File: config.mk
export PLATFORM = sky130hd
export DESIGN_NAME = xor_serial_sched_flat
export DESIGN_NICKNAME = d
export VERILOG_FILES = /design/src/rtl/xor_serial_sched_if.sv /design/src/rtl/xor_serial_sched.sv /design/src/flat_wrapper.sv
export SDC_FILE = /design/constraint.sdc
export NUM_CORES = 1
export LEC_CHECK = 0
export BUFFER_PORTS_ARGS = -buffer_cell sky130_fd_sc_hd__buf_2
export CORE_MARGIN = 2
export CORE_UTILIZATION = 45
export DETAILED_ROUTE_END_ITERATION = 10
export PLACE_DENSITY = 0.73
export SYNTH_ARGS = -nofsm -noshare
export SYNTH_HDL_FRONTEND = slang
export SYNTH_SLANG_ARGS = --single-unit
File: constraint.sdc
create_clock -name clk -period 1.5 [get_ports clk]
set_input_delay 0.225 -clock clk [delete_from_list [all_inputs] [get_ports clk]]
set_output_delay 0.225 -clock clk [all_outputs]
set_load 0.01 [all_outputs]
File: src/rtl/xor_serial_sched_if.sv
// xor_serial_sched_if: requester, result and shared-XOR-cell signals of xor_serial_sched
interface xor_serial_sched_if #(
    parameter int W = 8
);
    logic         s0_valid, s0_ready, s1_valid, s1_ready;
    logic [W-1:0] s0_a, s0_b, s1_a, s1_b;
    logic         m_valid, m_ready, m_id;
    logic [W-1:0] m_y;
    logic         xa, xb, xy, busy;
    modport slave (
        input  s0_valid, s0_a, s0_b, s1_valid, s1_a, s1_b, m_ready, xy,
        output s0_ready, s1_ready, m_valid, m_y, m_id, xa, xb, busy
    );
    modport master (
        output s0_valid, s0_a, s0_b, s1_valid, s1_a, s1_b, m_ready, xy,
        input  s0_ready, s1_ready, m_valid, m_y, m_id, xa, xb, busy
    );
endinterface

File: src/rtl/xor_serial_sched.sv
// xor_serial_sched: round-robin scheduler streaming two requesters' operands
// LSB-first through one shared external 1-bit XOR cell, returning tagged results
module xor_serial_sched #(
    parameter int W = 8
) (
    input logic               clk,
    input logic               rst_n,
    xor_serial_sched_if.slave bus
);
    localparam int CW = $clog2(W) + 1;
    typedef enum logic [1:0] {IDLE, SHIFT, DONE} state_t;
    state_t        state_q, state_d;
    logic [W-1:0]  sa_q, sa_d, sb_q, sb_d, ry_q, ry_d;
    logic [CW-1:0] cnt_q, cnt_d;
    logic          id_q, id_d, last_q, last_d;
    logic          gnt, rdy0, rdy1;
    // on contention the requester not served last wins
    assign gnt  = (bus.s0_valid && bus.s1_valid) ? ~last_q : bus.s1_valid;
    assign rdy0 = (state_q == IDLE) && bus.s0_valid && !gnt;
    assign rdy1 = (state_q == IDLE) && bus.s1_valid && gnt;
    always_comb begin
        state_d = state_q;
        sa_d    = sa_q;
        sb_d    = sb_q;
        ry_d    = ry_q;
        cnt_d   = cnt_q;
        id_d    = id_q;
        last_d  = last_q;
        case (state_q)
            IDLE: if (rdy0 || rdy1) begin
                state_d = SHIFT;
                sa_d    = gnt ? bus.s1_a : bus.s0_a;
                sb_d    = gnt ? bus.s1_b : bus.s0_b;
                id_d    = gnt;
                cnt_d   = '0;
                ry_d    = '0;
            end
            SHIFT: begin
                ry_d  = (ry_q >> 1) | (W'(bus.xy) << (W - 1));
                sa_d  = sa_q >> 1;
                sb_d  = sb_q >> 1;
                cnt_d = cnt_q + CW'(1);
                state_d = (cnt_q == CW'(W - 1)) ? DONE : SHIFT;
            end
            DONE: if (bus.m_ready) begin
                state_d = IDLE;
                last_d  = id_q;
            end
            default: state_d = IDLE;
        endcase
    end
    always_ff @(posedge clk) begin
        if (!rst_n) begin
            state_q <= IDLE;
            sa_q    <= '0;
            sb_q    <= '0;
            ry_q    <= '0;
            cnt_q   <= '0;
            id_q    <= 1'b0;
            last_q  <= 1'b1;
        end else begin
            state_q <= state_d;
            sa_q    <= sa_d;
            sb_q    <= sb_d;
            ry_q    <= ry_d;
            cnt_q   <= cnt_d;
            id_q    <= id_d;
            last_q  <= last_d;
        end
    end
    assign bus.s0_ready = rdy0;
    assign bus.s1_ready = rdy1;
    assign bus.xa       = (state_q == SHIFT) && sa_q[0];
    assign bus.xb       = (state_q == SHIFT) && sb_q[0];
    assign bus.m_valid  = (state_q == DONE);
    assign bus.m_y      = ry_q;
    assign bus.m_id     = id_q;
    assign bus.busy     = (state_q != IDLE);
endmodule

File: src/flat_wrapper.sv
// flat-port wrapper written by rule: the top's interface ports become plain ports
module xor_serial_sched_flat 
#(
    parameter int W = 8
)
  (clk, rst_n, bus_s0_valid, bus_s0_a, bus_s0_b, bus_s1_valid, bus_s1_a, bus_s1_b, bus_m_ready, bus_xy, bus_s0_ready, bus_s1_ready, bus_m_valid, bus_m_y, bus_m_id, bus_xa, bus_xb, bus_busy);
  xor_serial_sched_if #(.W(W)) bus_i ();
  input logic clk;
  input logic rst_n;
  input wire logic [$bits(bus_i.s0_valid)-1:0] bus_s0_valid;
  input wire logic [$bits(bus_i.s0_a)-1:0] bus_s0_a;
  input wire logic [$bits(bus_i.s0_b)-1:0] bus_s0_b;
  input wire logic [$bits(bus_i.s1_valid)-1:0] bus_s1_valid;
  input wire logic [$bits(bus_i.s1_a)-1:0] bus_s1_a;
  input wire logic [$bits(bus_i.s1_b)-1:0] bus_s1_b;
  input wire logic [$bits(bus_i.m_ready)-1:0] bus_m_ready;
  input wire logic [$bits(bus_i.xy)-1:0] bus_xy;
  output wire logic [$bits(bus_i.s0_ready)-1:0] bus_s0_ready;
  output wire logic [$bits(bus_i.s1_ready)-1:0] bus_s1_ready;
  output wire logic [$bits(bus_i.m_valid)-1:0] bus_m_valid;
  output wire logic [$bits(bus_i.m_y)-1:0] bus_m_y;
  output wire logic [$bits(bus_i.m_id)-1:0] bus_m_id;
  output wire logic [$bits(bus_i.xa)-1:0] bus_xa;
  output wire logic [$bits(bus_i.xb)-1:0] bus_xb;
  output wire logic [$bits(bus_i.busy)-1:0] bus_busy;
  assign bus_i.s0_valid = bus_s0_valid;
  assign bus_i.s0_a = bus_s0_a;
  assign bus_i.s0_b = bus_s0_b;
  assign bus_i.s1_valid = bus_s1_valid;
  assign bus_i.s1_a = bus_s1_a;
  assign bus_i.s1_b = bus_s1_b;
  assign bus_i.m_ready = bus_m_ready;
  assign bus_i.xy = bus_xy;
  assign bus_s0_ready = bus_i.s0_ready;
  assign bus_s1_ready = bus_i.s1_ready;
  assign bus_m_valid = bus_i.m_valid;
  assign bus_m_y = bus_i.m_y;
  assign bus_m_id = bus_i.m_id;
  assign bus_xa = bus_i.xa;
  assign bus_xb = bus_i.xb;
  assign bus_busy = bus_i.busy;
  xor_serial_sched #(.W(W)) u_core (.clk(clk), .rst_n(rst_n), .bus(bus_i));
endmodule
Word level (Yosys, flattened, before mapping) --
Index checks and enable logic that the tools add are counted.
Storage, ports and cells: flip-flop bits (word level) 32, bits of input ports 38, latch bits 0, memories kept 0, output and inout bits 15, bits in read-only memories 0, RAM bits 0, logic and storage cells 46
Cells by class: equality and inequality tests 5, multiplexer cells 15, add/subtract/negate cells 1, multiply operators 0, shift-type cells 0, bitwise operators 2, reductions and logical operators 16, divide/modulo/power cells 0, $lt $le $gt $ge 0
Operators with widths (count):
- one-hot mux 8 bit (2 select lines) | 3
- two-way mux 8 bit | 5
- OR 7 x 8 -> 8 bit | 1
- one-hot mux 4 bit (2 select lines) | 1
- AND reduction 2 bit | 4
- logical AND 1 bit | 7
- two-way mux 2 bit | 3
- one-hot mux 2 bit (3 select lines) | 1
- adder 4 x 1 -> 4 bit (second input constant) | 1
- == test 4 x 3 -> 1 bit (second input constant) | 1
- two-way mux 4 bit | 1
- != test 2 bit (second input constant) | 2
- nonzero test 2 bit | 2
- == test 2 x 1 -> 1 bit (second input constant) | 1
- == test 2 bit (second input constant) | 1
- zero test 2 bit | 1
- zero test 1 bit | 1
- logical OR 1 bit | 1
- two-way mux 1 bit | 1
- inverter 1 bit | 1

Logic depth before layout (Yosys ltp) --
Gate-level depths: netlist of run 1.
depth in word-level cells 7, depth in mapped cells 6

Worst setup path before layout of run 1 --
No wires, ideal clock.
path type register to register, start register u_core.state_q[0], end register u_core.sa_q[5], cell stages (with the launch flop) 7, arrival time 1.212 ns, setup time 0.133 ns, slack 0.155 ns, required time 1.367 ns, clock period less this slack 1.345 ns, buffers on the path 3, cell sequence dfxtp_1 buf_6 or3_1 buf_2 buf_6 a21oi_1 a311oi_1
On the way: longest elaborated chain between the ends 6, elaborated cells on any way between the ends 11
Ends and longest elaborated chain:
- start, declared | RTL line xor_serial_sched.sv:12 | state_t state_q, state_d;
- start signal, assigned | RTL line xor_serial_sched.sv:62 | state_q <= state_d;
- zero test 2 bit | RTL line xor_serial_sched.sv:19, xor_serial_sched.sv:20, xor_serial_sched.sv:29
- logical AND 1 bit (on tied branches) (2 in series) | RTL line xor_serial_sched.sv:19, xor_serial_sched.sv:20
- logical OR 1 bit | RTL line xor_serial_sched.sv:30 | IDLE: if (rdy0 || rdy1) begin
- != test 2 bit (no line)
- AND reduction 2 bit (no line)
- end signal, assigned | RTL line xor_serial_sched.sv:55 | sa_q <= '0;
- end signal, assigned | RTL line xor_serial_sched.sv:63 | sa_q <= sa_d;
- end, declared | RTL line xor_serial_sched.sv:13 | logic [W-1:0] sa_q, sa_d, sb_q, sb_d, ry_q, ry_d;
Parallel ways exist; a longest one is shown, timed or not. A chain may end at the register's enable or synchronous reset.

Worst setup path in the final report of run 1 --
start register u_core.last_q, end output port bus_s0_ready
On the way: longest elaborated chain between the ends 4
Ends and longest elaborated chain:
- start, declared | RTL line xor_serial_sched.sv:15 | logic id_q, id_d, last_q, last_d;
- start signal, assigned | RTL line xor_serial_sched.sv:68 | last_q <= last_d;
- inverter 1 bit | RTL line xor_serial_sched.sv:18 | assign gnt = (bus.s0_valid && bus.s1_valid) ? ~last_q : bus.s1_valid;
- two-way mux 1 bit | RTL line xor_serial_sched.sv:18
- zero test 1 bit | RTL line xor_serial_sched.sv:19 | assign rdy0 = (state_q == IDLE) && bus.s0_valid && !gnt;
- logical AND 1 bit | RTL line xor_serial_sched.sv:19
- end, declared | RTL line flat_wrapper.sv:18 | output wire logic [$bits(bus_i.s0_ready)-1:0] bus_s0_ready;
Every way passes these cells.

==> impl_metrics.csv, run 1 <==
group,metric,value,unit
timing,final.min_clock_period,1.45,ns
power,p_comb_share,16.0,%
worst_setup_path,end_kind,"primary output",
detailed_routing,dr.pass1.iters,4,
worst_setup_path,cp.depth,3,
synthesis,synth_compound_area_share,29.7,%
clock_network,cts_root_buf,"clkbuf_4",
detailed_routing,drt_first_iter_violations,90,
power,power_density,899,nW/um^2
detailed_routing,vias,1683,
synthesis,yosysWarnings,0,
synthesis,yosys.area_share.adder,0.770,%
floorplan,io-pin-count,53,
worst_setup_path,crit_buf_inv,1,
floorplan,core,3420,sq um
worst_setup_path,crit_fanout,4,
place,dpl.hpwl,2.80,mm
hold_path,min_path_cells,3,
floorplan,rows,21,
run_status,outcome,"complete, no violations",
place,dp_cells,288,
floorplan,die_y,64.1,microns
synthesis,ys_seq_area_share,39.4,%
timing,timing.slew.headroom,77.5,%
cells_and_area,fillers,341,
power,p_clk_share,34.9,%
power,swShare,26.1,%
cells_and_area,drive_gt1_share,35.6,%
global_routing,grt_start_max_net_pins,27,
detailed_routing,routed_wl,3.97,mm
global_routing,track_usage,20.9,%
synthesis,syn_inst,195,
synthesis,synth_xor_area_share,0,%
detailed_routing,post_drt_via_cell_ratio,5.63,
global_routing,grt_pass1_vias,1592,
power,power.leakage,0.000859,uW
cells_and_area,fin_nets,291,
detailed_routing,wl_per_cell,13.3,microns
power,ir_worst_vdd,0.588,mV
worst_setup_path,reg2reg_slack,0.06,ns
synthesis,ys_seq_elements,32,
detailed_routing,drc_errors,0,
hold_path,min_path_type,"input pin to register",
timing,report.final.slew_viol_count,0,
synthesis,synth_nets,234,
synthesis,synth_cell_type_count,36,
worst_setup_path,cp.required,1.27,ns
worst_setup_path,critPathKind,"register to primary output",
power,p_seq_share,49.0,%
worst_setup_path,critPathSlowestCell,"dfxtp_2",
synthesis,yosys.area_share.simple,19.9,%
synthesis,synth_top_family_by_area,"compound AO/OA/AOI/OAI gates",
cells_and_area,antennaDiodeCount,0,
power,switchingPower,492,uW
timing,skew,0.00910,ns
worst_setup_path,crit_chain,"a21bo_4 -> and3_1 -> buf_2",
timing,rsz0062_at_grt,"true",
floorplan,start_util,47.6,%
synthesis,synthesis.area,1630,sq um
timing,fin_crit_sh,96.8,%
worst_setup_path,critPathMaxStageDelay,0.35,ns
place,io_buffers,52,
clock_network,clk_pin_slew,0.11,ns
timing,tns,0,ns
timing,worst_pin_slew,0.337,ns
worst_setup_path,crit_arrival,1.23,ns
floorplan,die_w,64.1,microns
floorplan,dieArea,4110,sq um
global_routing,grt_pass1_wl,6.94,mm
cells_and_area,fin_cells,299,
flow_run,max-cap-violations,0,
worst_setup_path,crit_family,"flip-flops",
clock_network,h-tree-depth,2,
clock_network,clk_path_buf_depth,2,
clock_network,cts_num_sinks,32,
place,gp_congestion,0.756,
clock_network,numCtsBuffers,5,
clock_network,clk_latency,0.33,ns
clock_network,cts_tree,"done",
timing,hold_viol,0,
worst_setup_path,start_kind,"register",
synthesis,avgSynthCellArea,8.33,sq um
global_routing,antenna_found_initial,0,
global_routing,grt_overflow,0,
power,p_int,1390,uW
synthesis,synth.area.mux_share,1.85,%
timing,fmax,689,MHz
detailed_routing,postRouteAntennaNets,0,
power,finalPower,1880,uW
cells_and_area,area_delta_synth_final,28.8,%
timing,setup_violations,0,
worst_setup_path,rr_worst_depth,5,
[power groups by stage]
stage | sequential [uW] | combinational [uW] | clock [uW]
3_5_place_dp | 944 | 287 | 0
4_1_cts | 921 | 297 | 676
3_3_place_gp | 943 | 285 | 0
2_1_floorplan | 936 | 186 | 0
6_report | 923 | 302 | 657
5_1_grt | 928 | 339 | 710
[repair_timing]
item	4_1_cts	5_1_grt
buffers inserted	2	2
pin swaps	0	1
resized for setup	6	7
hold buffers	0	0
endpoints found under the setup margin	5	11
[path summary, 6_finish.rpt]
kind | start | to
worst max-delay path | u_core.last_q$_SDFFE_PN1P_ | bus_s0_ready
worst min-delay path | bus_xy | u_core.bus.m_y[7]$_SDFFE_PN0P_
worst max register to register | u_core.state_q[0]$_SDFFE_PN0P_ | u_core.sb_q[3]$_SDFFE_PN0P_
worst min register to register | u_core.bus.m_y[5]$_SDFFE_PN0P_ | u_core.bus.m_y[4]$_SDFFE_PN0P_
[cells by family (layout without fill, tap and decap cells)]
logic type | count (synthesis) | after routing
AO/OA/AOI/OAI | 72 | 72
AND/OR/NAND/NOR | 63 | 63
flip-flops | 32 | 32
buffers and inverters | 24 | 82
multiplexers | 3 | 3
adder cells (fa/ha/maj) | 1 | 1
[worst reg2reg max path, stage by stage (launching register included)]
cell and delay [ns]:
dfxtp_4 0.38, buf_4 0.16, or3_1 0.40, buf_6 0.17, a21oi_1 0.16, a311oi_1 0.07
[metal layers]
| metal | track usage (%) | wire (microns) |
|---|---|---|
| met1 | 26.2 | 1810 |
| met2 | 34.9 | 1890 |
| met3 | 3.87 | 220 |
| met4 | 8.78 | 54 |
| met5 | 0 | 0 |
[per-stage QoR]
stage                     worst slack [ns]  hold slack, ns  util, %  cell area [sq um]
after CTS                          0.00747           0.114     60.3               2060
final                               0.0478           0.121     61.3               2090
after floorplan                      0.155           0.361        -               1630
after detailed placement             0.129           0.459     57.1               1950
after global routing               -0.0160           0.126     61.3               2090
after global placement               0.157           0.450     57.1               1950
[cell usage in the layout (no fill, tap or decap), types with 3 or more instances in the layout]
cell type,Yosys,layout
dfxtp_1,32,29
a21oi_2,1,3
mux2i_1,3,3
nor2_1,5,5
a311oi_1,14,14
buf_2,10,52
nand3_1,30,30
a211oi_1,15,15
a21oi_1,22,20
nand2_1,13,13
buf_4,3,17
clkbuf_4,0,5
o21ai_0,9,9
[sequential cells by signal (all words and copies together), names as in the netlist]
register         count
u_core.state_q       2
u_core.sb_q          8
u_core.bus.m_id      1
u_core.cnt_q         4
u_core.bus.m_y       8
u_core.last_q        1
u_core.sa_q          8
[synthesized netlist by cell type (all sizes together)]
master / instances / share of area (%)
o22ai: 2 / 0.77
a21bo: 1 / 0.62
o21ai: 10 / 3.1
o31ai: 1 / 0.46
nand2b: 1 / 0.39
nand2: 13 / 3.0
a31oi: 1 / 0.39
o311ai: 1 / 0.54
a311oi: 14 / 7.5
o21a: 2 / 0.92
or3: 2 / 0.77
inv: 1 / 0.23
nand3: 30 / 9.2
buf: 16 / 6.5
a21boi: 2 / 1.2
and2: 2 / 0.77
a21oi: 23 / 7.3
nand4: 1 / 0.39
nor2: 5 / 1.2
and3: 2 / 0.77
mux2i: 3 / 1.8
dfxtp: 32 / 39
nand4b: 1 / 0.54
nand3b: 1 / 0.46
ha: 1 / 0.77
nor2b: 2 / 0.77
a211oi: 15 / 6.9
clkinv: 2 / 0.46
clkbuf: 5 / 1.2
nor3: 3 / 1.6
[cell type report]
type | instances | area (sq um) | share of cell area (%)
repair buffers | 71 | 419 | 20.0
clock inverters | 3 | 42.5 | 2.03
inverters | 3 | 11.3 | 0.538
clock buffers | 5 | 37.5 | 1.79
well taps | 46 | 57.6 | 2.75
flip-flops and latches | 32 | 649 | 31.0
multi-input cells | 139 | 876 | 41.8
Power figures use the tool's default switching activity.
==> run 2: changes to the inputs <==
--- a/config.mk
+++ b/config.mk
@@ -10,4 +10,5 @@
 export CORE_UTILIZATION = 45
 export DETAILED_ROUTE_END_ITERATION = 10
+export GPL_TIMING_DRIVEN = 0
 export PLACE_DENSITY = 0.73
 export SYNTH_ARGS = -nofsm -noshare
==> constraint.sdc (replaced) <==
create_clock -name clk -period 1.5 [get_ports clk]
set_input_delay 0.3 -clock clk [delete_from_list [all_inputs] [get_ports clk]]
set_output_delay 0.3 -clock clk [all_outputs]
set_load 0.01 [all_outputs]
==> run 2 against run 1 <==
The run now ends with setup timing left. Register-to-register slack barely moved. Sequential power hardly changed. Routed wire length rose by 18%. Combinational power increased by 16%. Die area unchanged. Via count rose by 6.4%. Non-clock buffer count up 16. Largest cell class unchanged. Highest routed layer unchanged.
==> impl_metrics.csv, run 2 (synthesis results as in run 1) <==
group,metric,value,unit
run_status,violations,"setup timing",
worst_setup_path,rr_worst_depth,5,
hold_path,hold_end,"u_core.bus.m_y[7]$_SDFFE_PN0P_",
place,dpl_cell_area,1940,sq um
detailed_routing,route.met3.wl,238,microns
timing,timing.slew.headroom,69.3,%
timing,fmax,635,MHz
floorplan,die_w,64.1,microns
timing,fin_ws,-0.0759,ns
detailed_routing,drt_first_iter_violations,102,
timing,report.final.slew_viol_count,0,
cells_and_area,layout_commonest_cell,"buf_2",
clock_network,cts_hold_buf,0,
worst_setup_path,critPathKind,"register to primary output",
detailed_routing,wl_met1,2.07,mm
run_status,outcome,"finished with violations",
place,gp_congestion,0.801,
timing,skew,0.00718,ns
cells_and_area,antennaDiodeCount,0,
flow_run,max-cap-violations,0,
timing,worst_pin_slew,0.460,ns
worst_setup_path,cp.required,1.20,ns
timing,setup_violations,2,
cells_and_area,final_util,65.4,%
detailed_routing,dr.pass1.iters,4,
floorplan,core,3420,sq um
floorplan,die_y,64.1,microns
detailed_routing,maxUsedRoutingLayer,"met4",
timing,tns,-0.0919,ns
floorplan,start_util,47.6,%
place,dpl.hpwl,3.03,mm
detailed_routing,postRouteAntennaNets,0,
worst_setup_path,reg2reg_slack,0.06,ns
hold_path,min-delay-start,"bus_xy",
cells_and_area,area_delta_synth_final,37.4,%
detailed_routing,routed_wl,4.69,mm
clock_network,clk_latency,0.33,ns
detailed_routing,drc_errors,0,
clock_network,cts_num_sinks,32,
timing,finalHoldWorstSlack,0.195,ns
worst_setup_path,start_kind,"register",
global_routing,track_usage,22.7,%
worst_setup_path,end_kind,"primary output",
cells_and_area,fin_area,2230,sq um
timing,fin_crit_sh,105,%
power,ir_worst_vdd,0.456,mV
clock_network,cts_root_buf,"clkbuf_4",
floorplan,rows,21,
worst_setup_path,reg2reg_from,"u_core.state_q[0]$_SDFFE_PN0P_",
global_routing,grt_pass1_vias,1662,
place,io_buffers,51,
global_routing,antenna_found_initial,0,
hold_path,min_path_cells,3,
clock_network,h-tree-depth,2,
timing,hold_viol,0,
worst_setup_path,crit_fanout,4,
clock_network,numCtsBuffers,5,
clock_network,cts_tree,"done",
detailed_routing,vias,1790,
floorplan,dieArea,4110,sq um
cells_and_area,layout_common_cells,"55 x buf_2, 30 x nand3_1, 29 x dfxtp_1",
floorplan,io-pin-count,53,
power,finalPower,1800,uW
detailed_routing,wl_per_cell,14.9,microns
timing,rsz0062_at_grt,"true",
power,power.leakage,0.000940,uW
timing,final.min_clock_period,1.58,ns
global_routing,grt_start_max_net_pins,11,
clock_network,clk_pin_slew,0.10,ns
clock_network,clk_path_buf_depth,2,
detailed_routing,post_drt_via_cell_ratio,5.66,
worst_setup_path,r2r-end,"u_core.sb_q[5]$_SDFFE_PN0P_",
power,power_density,804,nW/um^2
global_routing,grt_overflow,0,
global_routing,grt_pass1_wl,7.40,mm
worst_setup_path,crit_arrival,1.28,ns
hold_path,min_path_type,"input pin to register",
cells_and_area,drive_gt1_share,39.6,%
cells_and_area,fin_nets,308,
detailed_routing,routed-wl-met2,2.35,mm
[run 2: cell types whose count changed in the layout (fill, tap and decap cells not counted), moves of 2 or more]
| cell | change |
|---|---|
| a21oi_1 | +2 |
| clkbuf_1 | +3 |
| buf_4 | +4 |
| buf_6 | +4 |
| a21oi_2 | -2 |
| nor2_2 | +2 |
| nor2_1 | -3 |
| buf_2 | +3 |
[run 2: worst max-delay path: stages, from the launching register on]
cell and delay, ns:
dfxtp_2 0.34, a21bo_4 0.22, buf_6 0.12, and3_4 0.16, buf_6 0.11
[run 2: routing by layer]
layer / up-vias / GRT usage, %
met5: - / 0
met4: 0 / 8.24
met3: 6 / 5.81
met2: 59 / 37.0
met1: 835 / 28.8
li1: 890 / -
[run 2: worst max-delay path by stage]
stage	cells past startpoint	to	slack, ns	startpoint
after global placement	5	bus_xa	-0.09	u_core.state_q[0]$_SDFFE_PN0P_
after floorplan	4	bus_xa	0.15	u_core.state_q[0]$_SDFFE_PN0P_
after global routing	4	bus_s0_ready	-0.12	u_core.last_q$_SDFFE_PN1P_
final	4	bus_s0_ready	-0.08	u_core.last_q$_SDFFE_PN1P_
after CTS	4	bus_s0_ready	-0.09	u_core.last_q$_SDFFE_PN1P_
after detailed placement	6	bus_s0_ready	-0.08	bus_s0_valid
[run 2: report_power, final]
group	switching, uW	internal (uW)
registers	30.8	894
clock network	298	223
logic	175	176
total	504	1290
[run 2: layout make-up]
type | instances | area, sq um
Fill cell | 323 | 1180
Multi-Input combinational cell | 140 | 908
Sequential cell | 32 | 649
Timing Repair Buffer | 70 | 404
Buffer | 17 | 136
Tap cell | 46 | 57.6
Clock buffer | 6 | 51.3
Inverter | 3 | 16.3
Clock inverter | 2 | 10.0
[run 2: per-stage QoR]
| step | worst slack (ns) | instances |
|---|---|---|
| global route | -0.122 | 316 |
| floorplan | 0.150 | 195 |
| detailed placement | -0.0837 | 292 |
| finish | -0.0759 | 316 |
| CTS | -0.0945 | 307 |
| global placement | -0.0875 | 292 |
[run 2: timing repair]
action	CTS	global route
buffers inserted	8	10
resized for setup	30	9
pin swaps	14	6
endpoints found under the setup margin	6	30
cloned	0	2
